[config.mk]
export PLATFORM = sky130hd
export DESIGN_NAME = oven_countdown
export DESIGN_NICKNAME = d
export VERILOG_FILES = /design/src/rtl/oven_pkg.sv /design/src/rtl/btn_press_sync.sv /design/src/rtl/oven_countdown.sv
export SDC_FILE = /design/constraint.sdc
export NUM_CORES = 1
export LEC_CHECK = 0
export CAP_MARGIN = 40
export CORE_MARGIN = 2
export CORE_UTILIZATION = 42
export DETAILED_ROUTE_END_ITERATION = 12
export GPL_TIMING_DRIVEN = 0
export PLACE_DENSITY = 0.73
export RECOVER_POWER = 25
export SLEW_MARGIN = 40
export SYNTH_ARGS = -nofsm -noshare
export SYNTH_HDL_FRONTEND = slang
export SYNTH_SLANG_ARGS = --single-unit
[constraint.sdc]
create_clock -name clock -period 8.9 [get_ports clock]
set_clock_uncertainty 0.2 [all_clocks]
set_input_delay 0.89 -clock clock [delete_from_list [all_inputs] [get_ports clock]]
set_output_delay 0.89 -clock clock [all_outputs]
set_load 0.02 [all_outputs]
[src/rtl/oven_pkg.sv]
// Shared types and constants for the oven countdown timer.
// Optional build macro used by the design: OVEN_PAUSE_EN (enables the PAUSE state).
package oven_pkg;

   // Controller states; PAUSE is only reachable when OVEN_PAUSE_EN is defined
   typedef enum logic [1:0] {
      S_IDLE  = 2'd0,
      S_RUN   = 2'd1,
      S_PAUSE = 2'd2,
      S_DONE  = 2'd3
   } state_t;

   // Default width of time values in seconds
   localparam int TIME_W_DEF = 10;

   // Width of one BCD digit
   localparam int BCD_W = 4;

endpackage

[src/rtl/btn_press_sync.sv]
// Raw active-low push button to single-cycle press pulse.
// Two-flop synchronizer followed by a registered falling-edge detector.
module btn_press_sync (
   input  logic clock,
   input  logic reset,
   input  logic i_btn_n,
   output logic o_press
);

   logic r_sync1;
   logic r_sync2;
   logic r_sync_d;
   logic r_press;

   // Synchronize the raw button and emit one pulse per high-to-low transition
   always_ff @(posedge clock) begin
      if (reset) begin
         r_sync1  <= 1'b1;
         r_sync2  <= 1'b1;
         r_sync_d <= 1'b1;
         r_press  <= 1'b0;
      end else begin
         r_sync1  <= i_btn_n;
         r_sync2  <= r_sync1;
         r_sync_d <= r_sync2;
         r_press  <= r_sync_d & ~r_sync2;
      end
   end

   assign o_press = r_press;

endmodule

[src/rtl/oven_countdown.sv]
// Oven countdown timer: loads a cook time, counts it down once per second while
// heating, then sounds an alarm for ALARM_S seconds.
// Build macro OVEN_PAUSE_EN: when defined, stop during RUN pauses instead of aborting.
module oven_countdown
   import oven_pkg::*;
#(
   parameter int CLK_HZ  = 50000000,
   parameter int TIME_W  = TIME_W_DEF,
   parameter int ALARM_S = 5
) (
   input  logic              clock,
   input  logic              reset,
   input  logic [TIME_W-1:0] input_time,
   input  logic              btnstart,
   input  logic              btnstop,
   output logic [TIME_W-1:0] remaining_time,
   output logic [BCD_W-1:0]  min_tens,
   output logic [BCD_W-1:0]  min_units,
   output logic [BCD_W-1:0]  sec_tens,
   output logic [BCD_W-1:0]  sec_units,
   output logic              heater_on,
   output logic              done,
   output logic              alarm
);

   localparam int PW = (CLK_HZ > 1) ? $clog2(CLK_HZ) : 1;
   localparam int AW = (ALARM_S > 1) ? $clog2(ALARM_S) : 1;

   logic              w_start_p;
   logic              w_stop_p;
   logic              w_tick;

   state_t            r_state;
   logic [PW-1:0]     r_presc;
   logic [AW-1:0]     r_alarm_cnt;
   logic [TIME_W-1:0] r_remaining;
   logic              r_heater;
   logic              r_done;
   logic              r_alarm;

   logic [31:0]       w_val;
   logic [31:0]       w_min;
   logic [31:0]       w_sec;

   btn_press_sync u_start (
      .clock   (clock),
      .reset   (reset),
      .i_btn_n (btnstart),
      .o_press (w_start_p)
   );

   btn_press_sync u_stop (
      .clock   (clock),
      .reset   (reset),
      .i_btn_n (btnstop),
      .o_press (w_stop_p)
   );

   // One-second tick: the cycle on which the prescaler wraps
   assign w_tick = (r_presc == PW'(CLK_HZ - 1));

   // Controller state, prescaler, countdown value and registered outputs
   always_ff @(posedge clock) begin
      if (reset) begin
         r_state     <= S_IDLE;
         r_presc     <= '0;
         r_alarm_cnt <= '0;
         r_remaining <= '0;
         r_heater    <= 1'b0;
         r_done      <= 1'b0;
         r_alarm     <= 1'b0;
      end else begin
         r_done <= 1'b0;
         case (r_state)
            S_IDLE: begin
               // Track the time-setting block continuously while idle
               r_remaining <= input_time;
               r_presc     <= '0;
               r_alarm_cnt <= '0;
               if (w_start_p && !w_stop_p && (input_time != '0)) begin
                  r_state  <= S_RUN;
                  r_heater <= 1'b1;
               end
            end

            S_RUN: begin
               if (w_stop_p) begin
                  // Stop wins over a simultaneous start
                  r_heater <= 1'b0;
`ifdef OVEN_PAUSE_EN
                  r_state  <= S_PAUSE;
`else
                  r_state  <= S_IDLE;
                  r_presc  <= '0;
`endif
               end else if (w_tick) begin
                  r_presc <= '0;
                  if (r_remaining <= TIME_W'(1)) begin
                     r_remaining <= '0;
                     r_state     <= S_DONE;
                     r_done      <= 1'b1;
                     r_alarm     <= 1'b1;
                     r_heater    <= 1'b0;
                     r_alarm_cnt <= '0;
                  end else begin
                     r_remaining <= r_remaining - TIME_W'(1);
                  end
               end else begin
                  r_presc <= r_presc + PW'(1);
               end
            end

`ifdef OVEN_PAUSE_EN
            S_PAUSE: begin
               // Prescaler and remaining time stay frozen here
               if (w_stop_p) begin
                  r_state <= S_IDLE;
                  r_presc <= '0;
               end else if (w_start_p) begin
                  r_state  <= S_RUN;
                  r_heater <= 1'b1;
               end
            end
`endif

            S_DONE: begin
               if (w_start_p || w_stop_p) begin
                  r_state <= S_IDLE;
                  r_alarm <= 1'b0;
                  r_presc <= '0;
               end else if (w_tick) begin
                  r_presc <= '0;
                  if (r_alarm_cnt == AW'(ALARM_S - 1)) begin
                     r_state <= S_IDLE;
                     r_alarm <= 1'b0;
                  end else begin
                     r_alarm_cnt <= r_alarm_cnt + AW'(1);
                  end
               end else begin
                  r_presc <= r_presc + PW'(1);
               end
            end

            default: begin
               r_state  <= S_IDLE;
               r_presc  <= '0;
               r_heater <= 1'b0;
               r_alarm  <= 1'b0;
            end
         endcase
      end
   end

   // MM:SS BCD view of the remaining time; minute tens clamp at 9
   always_comb begin
      w_val     = 32'(r_remaining);
      w_min     = w_val / 32'd60;
      w_sec     = w_val % 32'd60;
      min_tens  = ((w_min / 32'd10) > 32'd9) ? BCD_W'(9) : BCD_W'(w_min / 32'd10);
      min_units = BCD_W'(w_min % 32'd10);
      sec_tens  = BCD_W'(w_sec / 32'd10);
      sec_units = BCD_W'(w_sec % 32'd10);
   end

   assign remaining_time = r_remaining;
   assign heater_on      = r_heater;
   assign done           = r_done;
   assign alarm          = r_alarm;

endmodule
; ---- Yosys cells after proc, flatten, opt, wreduce, memory -nomap -nowiden
; Cells that the tools add are included.
; W data, S select, Z words.
[totals]
regBits = 52
in_bits = 14
out_inout_bits = 29
wordCells = 100
[op_classes]
n_addsub = 3
n_div = 6
order_cmp = 2
n_eq_ne = 15
muxes = 37
n_bitwise = 8
reduce_logical = 14
[ops]
columns = cell, count
row1 = $mux W26, 3
row2 = $div A32 B4 Y32 const B, 2
row3 = $mod A32 B4 Y32 const B, 2
row4 = $pmux W26 S2, 1
row5 = $div A10 B6 Y32 const B, 1
row6 = $gt A32 B4 Y1 const B, 1
row7 = $mod A10 B6 Y32 const B, 1
row8 = $mux W10, 3
row9 = $add A26 B1 Y26 const B, 1
row10 = $eq A26 B26 Y1 const B, 1
row11 = $pmux W10 S2, 1
row12 = $mux W3, 6
row13 = $mux W2, 7
row14 = $ne A2 B2 Y1 const B, 7
row15 = $mux W1, 11
row16 = $le A10 B1 Y1 const B, 1
row17 = $reduce_bool A10 Y1, 1
row18 = $sub A10 B1 Y10 const B, 1
row19 = $pmux W3 S3, 1
row20 = $reduce_and A7 Y1, 1
row21 = $ne A3 B2 Y1 const B, 2
row22 = $ne A3 B3 Y1 const B, 2
row23 = $not A1 Y1, 6
row24 = $pmux W1 S3, 2
row25 = other kinds (18), 20

; ---- Logic depth before layout (Yosys ltp)
[depth]
ltp_word = 5
mapped_depth = 20
depth_no_buf = 17

; ---- Modules after synthesis
; Synthesis repeated with hierarchy kept, for this count alone.
[hier_totals]
hier_cells = 516
hier_area_um2 = 3947.5
[modules_own_cells]
columns = mod, n_inst, cells_each, area_each_um2, seq_area_each_um2
row1 = oven_countdown, 1, 500, 3734.8, 880.8
row2 = btn_press_sync, 2, 8, 106.4, 80.1

; ---- Worst setup path before layout
; Ideal clock, no wire load.
[synth_path]
path_kind = register -> output
start = register r_remaining[6] (netlist: remaining_time[6])
end = output sec_units[1]
t_arrival_ns = 4.758
required_ns = 7.810
slack_ns = 3.052
path_stages_with_launch = 19
n_path_buf = 2
path_cell_list = dfxtp_1 > buf_6 > clkbuf_1 > and3_1 > ha_1 > and4b_4 > a31oi_4 > xnor2_2 > nor3b_2 > mux2i_4 > a2111oi_2 > nor2_1 > o41ai_2 > o21ai_2 > inv_2 > xnor2_1 > nand4_1 > and3_1 > xnor2_1
[synth_via]
elab_chain_cells = 2
[synth_lines]
columns = item, line
row1 = start: declaration, oven_countdown.sv:36  ; logic [TIME_W-1:0] r_remaining;
row2 = start signal: assignment, oven_countdown.sv:77  ; r_remaining <= input_time;
row3 = start signal: assignment, oven_countdown.sv:106  ; r_remaining <= r_remaining - TIME_W'(1);
row4 = $mod A10 B6 Y32, oven_countdown.sv:158  ; w_sec = w_val % 32'd60;
row5 = $mod A32 B4 Y32, oven_countdown.sv:162  ; sec_units = BCD_W'(w_sec % 32'd10);
row6 = end: declaration, oven_countdown.sv:20  ; output logic [BCD_W-1:0] sec_units,
; No other way between the ends.

; ---- Worst setup path in the final report
[layout_path]
start = register r_remaining[6] (netlist: remaining_time[6])
end = output sec_units[2]
; The elaborated chain is that of the path after synthesis.

==> results.txt <==
Dpl hpwl = 7.20 mm
Post-synth top area cell = dfxtp_1
Yosys cell types = 72
Die ar. = 0.0100 sq mm
FILL cells = 916
FF-to-FF Start = remaining_time[6]$_SDFFE_PP0P_
Hold_buf cts = 0
Final hold vios = 0
Detail Route Antenna Nets = 0
Crit path max-delay cell type = clkdlybuf4s50_1
Hold path depth = 2
Drt first-iter violations = 221
Critical Path RT = 7.81 ns
DR vias/cell = 5.60
CP Buf/Inv Count = 4
Grt total ovfl = 0
PortBufs = 40
Root buffer cell = clkbuf_8
R2R Setup Slk = 6.12 ns
Rel. slew slack = 56.1%
CP most frequent cell = clkbuf_1
Avg WL per Cell = 13.9 um
Largest net degree at the start of global routing = 17
Synthesis Warnings = 0
Post-synth top area share = 26.8%
Worst-Margin Slew = 0.659 ns
Number of synthesized flops with an enable pin = 0
Top Family by Delay on Critical Path = compound AO/OA/AOI/OAI gates
Kind of critical path = register to primary output
ANT cells = 0
First-pass GRT wire length = 15.9 mm
Share of flip-flops with an asynchronous set or reset after synthesis = 0%
Reg-to-Reg End = r_alarm_cnt[2]$_SDFFE_PP0P_
Main combinational cell family by area after synthesis = simple AND/OR/NAND/NOR gates
Max cap viols = 0
Routability cong. = 0.880
Cell with the most instances after synthesis = nor2_1
Drt first pass iters = 5
Final WL = 9.37 mm
Worst setup startpoint = remaining_time[6]$_SDFFE_PP0P_
Mean cell area of the mapped netlist = 7.58 sq um
Tot Pwr = 0.637 mW
Via Count = 3,761
H-tree Lvls = 2
Num CTS Buffers = 5
Mux contribution to synthesized area = 2.42%
I/O pins = 43
Cell Chain, Critical Path = clkbuf_1, clkbuf_1, and3_1, ha_1, buf_2, and4b_4, a31oi_4, xnor2_2, nand3_1, a31oi_2, a21oi_4, xnor2_1, nand2_1, a2111oi_2, nor3_1, a32o_1, a211oi_2, xor2_1, clkdlybuf4s50_1
R2r worst-path depth = 12
Area of the mapped netlist = 0.00388 sq mm
Slew Limit Fails = 0
Post-Synth Adder-Cell Area = 3.87%
Most common flop cell mapped by yosys = dfxtp_1
Core Region = 0.00911 sq mm
Seq/Total Area, Yosys = 26.8%
Status = finished, final reports clean
Clock transition at path regs = 0.10 ns
Post-Synth XOR/XNOR Area = 8.93%
Post-synthesis compound-gate area fraction = 22.4%
Final worst slack = 1.55 ns
Hold Crit Class = register to register
Power per cell area = 141 mW/mm^2
Fmax = 0.136 GHz
Simple logic cell fraction of the synthesized area = 29.9%
RSZ-0062 raised after global routing = no
Lkg Pwr = 1.67 nW
CP max FO = 10
Clk_lat worst skew = 0.31 ns
Post-synth top cells = nor2_1 (73), dfxtp_1 (52), nand2_1 (49)
Setup Slack @ Placement = 2.15 ns
Worst vdd ir = 0.130 mV
Total GRT Usage = 18.7%
Clock Path Buffers = 2
PostCTS Resize Cnt = 0
Number of remaining DRC errors = 0
Vias in the first global route = 3,461
Critical Path Max Stage Delay = 0.61 ns
CP Capture Type = primary output
Row count = 35
Initial antenna violation count = 0
Post-layout nets = 586
Crit path depth = 19
Hold path startpoint = u_start.r_sync_d$_SDFF_PP1_
CP arrival = 6.26 ns
Final setup viols = 0
CTS tree = built
Min-Delay Endpoint = u_start.o_press$_SDFF_PP0_
Layout cell share with drive strength beyond 1 = 9.63%
Starting Density = 42.6%
Die width = 100 um
CP startpoint kind = register
Tmin final = 7.35 ns
Top cells by area, synth = dfxtp_1 (27%), nor2_1 (7.1%), nand2_1 (4.7%), xor2_1 (4.5%), ha_1 (3.9%)
Postcts setup bufs = 0
Num Clock Sinks = 52
Tcrit/Tclk final = 82.5%
FF+latch count, synth = 52
Setup Total Neg Slack = 0 ns
Die height = 100 um
P&R area growth vs syn = 16.0%
Syn Inst Count = 512
==> worst register-to-register path, cell delays in order, from the launching register on <==
cell and delay (ns):
dfxtp_1 0.39, clkbuf_1 0.25, clkbuf_1 0.28, nor3_1 0.29, nand3_1 0.11, nor3_1 0.35, a21oi_1 0.12, nor2_1 0.10
a21oi_1 0.05, nor2_1 0.24, nand2_1 0.11, xor2_1 0.15, nor2_1 0.05
==> worst max path at each step <==
stage                         to  slack (ns)
floorplan           sec_units[1]        3.05
global placement    sec_units[2]        2.27
detailed placement  sec_units[2]        2.15
CTS                 sec_units[2]        1.76
global route        sec_units[2]        1.03
finish              sec_units[2]        1.55
==> layout by cell type (no fill, tap or decap), types with 3 or more instances in the layout <==
cell type | Yosys | routed
a211oi_1 | 6 | 6
buf_2 | 7 | 7
inv_1 | 18 | 18
nand2b_1 | 3 | 3
o21ai_0 | 25 | 25
clkbuf_1 | 15 | 17
nand4_1 | 11 | 11
clkbuf_8 | 0 | 5
or2_2 | 9 | 9
o31ai_1 | 4 | 4
or2_1 | 3 | 3
nand3_1 | 30 | 30
xnor2_1 | 14 | 14
and2_1 | 7 | 7
a31oi_1 | 7 | 7
o22ai_1 | 4 | 4
buf_4 | 5 | 5
nor4_1 | 6 | 6
clkdlybuf4s50_1 | 0 | 34
ha_1 | 12 | 12
mux2i_1 | 6 | 6
a211o_1 | 3 | 3
a22oi_1 | 10 | 10
nor3_1 | 16 | 16
dfxtp_1 | 52 | 52
nor2_1 | 73 | 73
nand2_1 | 49 | 49
nor2b_1 | 4 | 4
a21o_1 | 4 | 4
a21oi_1 | 19 | 19
xor2_1 | 20 | 20
or3_1 | 3 | 3
and3_1 | 12 | 12
dlygate4sd3_1 | 0 | 6
o21ai_1 | 5 | 5
==> area by class of cell <==
class                           count  area (sq um)  area share (%)
Inverter                           20          75.1            1.67
Multi-Input combinational cell    413          2630            58.4
Timing Repair Buffer               40           400            8.89
Tap cell                          111           139            3.08
Clock buffer                        6          72.6            1.61
Sequential cell                    52          1040            23.1
Buffer                             28           133            2.94
Clock inverter                      2          13.8           0.306
==> routing by layer <==
| metal | GRT usage, % | part of all wire, % |
|---|---|---|
| met2 | 32.1 | 48 |
| met1 | 25.7 | 46 |
| met3 | 2.37 | 5.4 |
| met4 | 2.95 | 0.99 |
| met5 | 0 | 0 |
==> power breakdown <==
group / leakage (nW) / switching (mW) / internal (mW)
Clock: 0.0456 / 0.0813 / 0.0563
Combinational: 1.21 / 0.147 / 0.108
Sequential: 0.423 / 0.00663 / 0.238
==> stage by stage <==
stage          utilization, %  area [sq um]  instances  hold WS [ns]
2_1_floorplan               -          3890        513         0.189
3_3_place_gp             48.6          4430        664         0.195
3_5_place_dp             48.6          4430        664         0.203
4_1_cts                  49.5          4510        672         0.218
5_1_grt                  49.5          4500        672         0.241
6_report                 49.5          4500        672         0.217
==> cells by family after synthesis <==
group | after synthesis
mux | 8
xor+xnor | 37
compound gates | 116
simple gates | 238
fa+ha+maj | 12
flops | 52
buf+inv | 48
other cells | 1
==> registers in the layout, indices dropped and copies added, names as in the netlist <==
signal	cells
alarm	1
done	1
heater_on	1
r_alarm_cnt	3
r_presc	26
r_state	2
remaining_time	10
u_start.o_press	1
u_start.r_sync1	1
u_start.r_sync2	1
u_start.r_sync_d	1
u_stop.o_press	1
u_stop.r_sync1	1
u_stop.r_sync2	1
u_stop.r_sync_d	1
No activity file was read; power rests on OpenSTA's default activity.
